<file path="src/rtl/fifo_umbrales.sv">
// Single-clock FIFO with programmable almost-full/almost-empty thresholds,
// registered read port, occupancy count and a sticky overflow/underflow flag.
module fifo_umbrales #(
    parameter int DATA_WIDTH = 6,
    parameter int ADDR_WIDTH = 3
) (
    input  logic                  clk,
    input  logic                  reset,
    input  logic [DATA_WIDTH-1:0] data_in,
    input  logic                  push,
    input  logic                  pop,
    input  logic [ADDR_WIDTH:0]   umbral_af,
    input  logic [ADDR_WIDTH:0]   umbral_ae,
    output logic [DATA_WIDTH-1:0] data_out,
    output logic                  valid_out,
    output logic                  empty,
    output logic                  full,
    output logic                  almost_full,
    output logic                  almost_empty,
    output logic                  fifo_error,
    output logic [ADDR_WIDTH:0]   count
);

    localparam logic [ADDR_WIDTH:0] DEPTH = {1'b1, {ADDR_WIDTH{1'b0}}};

    logic [DATA_WIDTH-1:0] mem [0:(1<<ADDR_WIDTH)-1];

    logic [ADDR_WIDTH-1:0] wr_ptr_reg;
    logic [ADDR_WIDTH-1:0] rd_ptr_reg;
    logic [ADDR_WIDTH:0]   count_reg;
    logic [DATA_WIDTH-1:0] data_out_reg;
    logic                  valid_out_reg;
    logic                  fifo_error_reg;

    logic wr_acc;
    logic pop_acc;
    logic error_next;

    // Flags come straight from the registered count so the arbiter sees them this cycle.
    assign empty        = (count_reg == '0);
    assign full         = (count_reg == DEPTH);
    assign almost_full  = (count_reg >= umbral_af);
    assign almost_empty = (count_reg <= umbral_ae);

    assign pop_acc    = pop && reset && !empty;
    assign wr_acc     = push && reset && (!full || pop_acc);
    assign error_next = (push && full && !pop) || (pop && empty);

    // Storage is never reset so it maps onto block RAM.
    always_ff @(posedge clk) begin
        if (wr_acc) begin
            mem[wr_ptr_reg] <= data_in;
        end
    end

    always_ff @(posedge clk) begin
        if (!reset) begin
            wr_ptr_reg     <= '0;
            rd_ptr_reg     <= '0;
            count_reg      <= '0;
            data_out_reg   <= '0;
            valid_out_reg  <= 1'b0;
            fifo_error_reg <= 1'b0;
        end else begin
            if (wr_acc) begin
                wr_ptr_reg <= wr_ptr_reg + 1'b1;
            end
            if (pop_acc) begin
                data_out_reg  <= mem[rd_ptr_reg];
                rd_ptr_reg    <= rd_ptr_reg + 1'b1;
                valid_out_reg <= 1'b1;
            end else begin
                valid_out_reg <= 1'b0;
            end
            case ({wr_acc, pop_acc})
                2'b10:   count_reg <= count_reg + 1'b1;
                2'b01:   count_reg <= count_reg - 1'b1;
                default: count_reg <= count_reg;
            endcase
            if (error_next) begin
                fifo_error_reg <= 1'b1;
            end
        end
    end

    assign data_out   = data_out_reg;
    assign valid_out  = valid_out_reg;
    assign fifo_error = fifo_error_reg;
    assign count      = count_reg;

endmodule

</file>
<file path="config.mk">
export PLATFORM = sky130hd
export DESIGN_NAME = fifo_umbrales
export DESIGN_NICKNAME = d
export VERILOG_FILES = /design/src/rtl/fifo_umbrales.sv
export SDC_FILE = /design/constraint.sdc
export NUM_CORES = 1
export LEC_CHECK = 0
export BUFFER_PORTS_ARGS = -buffer_cell sky130_fd_sc_hd__buf_2
export CORE_MARGIN = 2
export CORE_UTILIZATION = 40
export DETAILED_ROUTE_END_ITERATION = 10
export SYNTH_ARGS = -nofsm -noshare
export SYNTH_HDL_FRONTEND = slang
export SYNTH_SLANG_ARGS = --single-unit
</file>
<file path="constraint.sdc">
create_clock -name clk -period 7.27 [get_ports clk]
set_input_delay 0.3635 -clock clk [delete_from_list [all_inputs] [get_ports clk]]
set_output_delay 0.3635 -clock clk [all_outputs]
set_load 0.02 [all_outputs]
</file>
==> flow_summary.json <==
{
  "dieArea_um2": 7900,
  "yosysWarnings": 0,
  "num-nets-final": 263,
  "slew_violations": 0,
  "dominantRegCellSynth": "edfxtp_1",
  "fmax_ghz": 0.375,
  "clock_latency_ns": 0.33,
  "status": "completed",
  "cp.required_ns": 7.48,
  "holdCritPathClass": "input pin to register",
  "finClkSkew_ns": 0.00933,
  "synth_area_leaders": "edfxtp_1 (50%), dfxtp_1 (13%), mux4_2 (9.4%)",
  "grt_max_degree": 18,
  "fin_tns_setup_ns": 0,
  "final_cell_mix": "edfxtp_1 (48), buf_2 (33), dfxtp_1 (18)",
  "synth.distinct_cells": 40,
  "yosysTopAreaCell": "edfxtp_1",
  "initialDrtViolationCount": 126,
  "syn_nets": 225,
  "wire_per_inst_um": 15.8,
  "syn-instance-count": 194,
  "fill_cells": 601,
  "detail-route-antenna-nets": 0,
  "worstPathArrival_ns": 2.87,
  "core_um2": 6870,
  "grt_util_all_layers_pct": 14.9,
  "power_mw": 1.12,
  "dp_hpwl_um": 3600,
  "top_usage_layer": "met2",
  "drt_pass1_iterations": 4,
  "routed_wl_um": 5250,
  "rows": 30,
  "start_util_pct": 42.0,
  "cts_tree": "built",
  "crit_type": "register to register",
  "largest_reg_flops": 48,
  "final_common_cell": "edfxtp_1",
  "cts_buffer_depth": 2,
  "globalRouteMet2Util_pct": 23.3,
  "syn_avg_cell_area_um2": 14.9,
  "ctsResizeCount": 0,
  "ys_async_sr_fraction_pct": 0,
  "overflow": 0,
  "num_antenna_cells": 0,
  "synthesis.area_um2": 2880,
  "synth_edf_count": 48,
  "drc": 0,
  "irDropWorstVdd_mv": 0.165,
  "rsz0062_at_grt": "no",
  "path_clk_slew_ns": 0.07,
  "worst_pin_slew_ns": 1.26,
  "die_w_um": 88.9,
  "via_per_inst": 5.13,
  "area_delta_synth_final_pct": 16.2,
  "seq_area_frac_synth_pct": 62.5,
  "cap_violations": 0,
  "post_cts_buffers": 0,
  "fin_crit_ns": 2.66,
  "gr-usage-met1_pct": 19.5,
  "cellLeakagePower_nw": 1.30,
  "antenna_found_initial": 0,
  "synth-seq-cells": 66,
  "p_per_area_nw_per_um2": 334,
  "cts_hold_buf": 0,
  "numCtsBuffers": 9,
  "gr-usage-met3_pct": 4.80,
  "die_y_um": 88.9,
  "setup_viol": 0,
  "slew_headroom_pct": 15.3,
  "period_share_pct": 36.6,
  "cts.sinks": 66,
  "h-tree-depth": 3,
  "cp-end-kind": "register",
  "drive_gt1_share_pct": 29.5,
  "synth_top_area_share_pct": 50.0,
  "finalHoldViolCount": 0,
  "worstPathMaxFanout": 9,
  "boundaryPins": 34,
  "grt_pass1_vias": 1591,
  "port_buffers": 33,
  "root_buffer": "clkbuf_8",
  "vias": 1709,
  "grt_pass1_wl_um": 8370,
  "startpoint_type": "register",
  "globalplace.congestion": 0.843
}
==> area by class of cell <==
cell class	instances	area, µm²	share of cell area (%)
clock buffer	14	163	4.86
clock inverter	2	60.1	1.79
inverter	14	55.1	1.64
multi-input combinational	108	985	29.4
sequential	66	1800	53.8
tap	96	120	3.59
timing repair buffer	33	165	4.93
==> routing by layer <==
layer,vias to the layer above,routed length (µm)
li1,823,-
met1,840,2470
met2,43,2520
met3,3,226
met4,0,27
met5,-,0
==> stage by stage <==
stage	util (%)	setup WS (ns)	area, µm²	cells	hold WS [ns]
detailed placement	45.5	4.63	3130	317	0.460
global placement	45.5	4.70	3130	317	0.451
CTS	48.8	4.61	3350	333	0.287
finish	48.8	4.61	3350	333	0.308
floorplan	-	4.74	2880	194	0.462
global route	48.8	4.43	3350	333	0.299
==> critical path, stage by stage, from the launching register on <==
cell and delay, ns:
dfxtp_1 0.41, or4_4 0.59, nand3_4 0.16, inv_4 0.05, nand2_1 0.09, inv_1 0.07
ha_1 0.28, a211oi_1 0.11, or4_1 0.53, a31oi_1 0.19, a21oi_1 0.08
==> final timing paths <==
check,cells after the start,slack [ns],start,to
setup / recovery,10,4.61,count[3],count[3]
hold / removal,1,0.31,data_in[5],mem[2][5]
setup reg to reg,10,4.61,count[3],count[3]
hold reg to reg,1,0.47,fifo_error,fifo_error
==> report_power, final <==
group / internal (mW) / switching [mW]
sequential: 0.435 / 0.0534
combinational: 0.142 / 0.151
clock: 0.213 / 0.126
total: 0.789 / 0.330
==> cell families after synthesis <==
kind of cell	count (synthesis)	synth area share [%]
compound gates	26	6.94
xor+xnor	5	1.52
fa+ha+maj	13	5.90
buf+inv	20	3.34
flops	66	62.5
mux	14	10.1
simple gates	50	9.72
==> synthesized netlist by cell type (2+ instances only) <==
cell and instances:
nand2_1 10, xnor2_1 2, mux4_2 12, nor2_1 10, clkbuf_1 3, nand3_1 3
nand4_1 2, edfxtp_1 48, ha_1 12, and3_2 6, nor3_1 6, mux2i_1 2
a211oi_1 2, inv_1 13, xor2_1 3, nor2b_1 2, a21o_1 4, a221o_1 6
dfxtp_1 18, o21a_1 3, nand2b_1 4, o21ai_0 3, a21oi_1 3
Power figures use the tool's default switching activity.
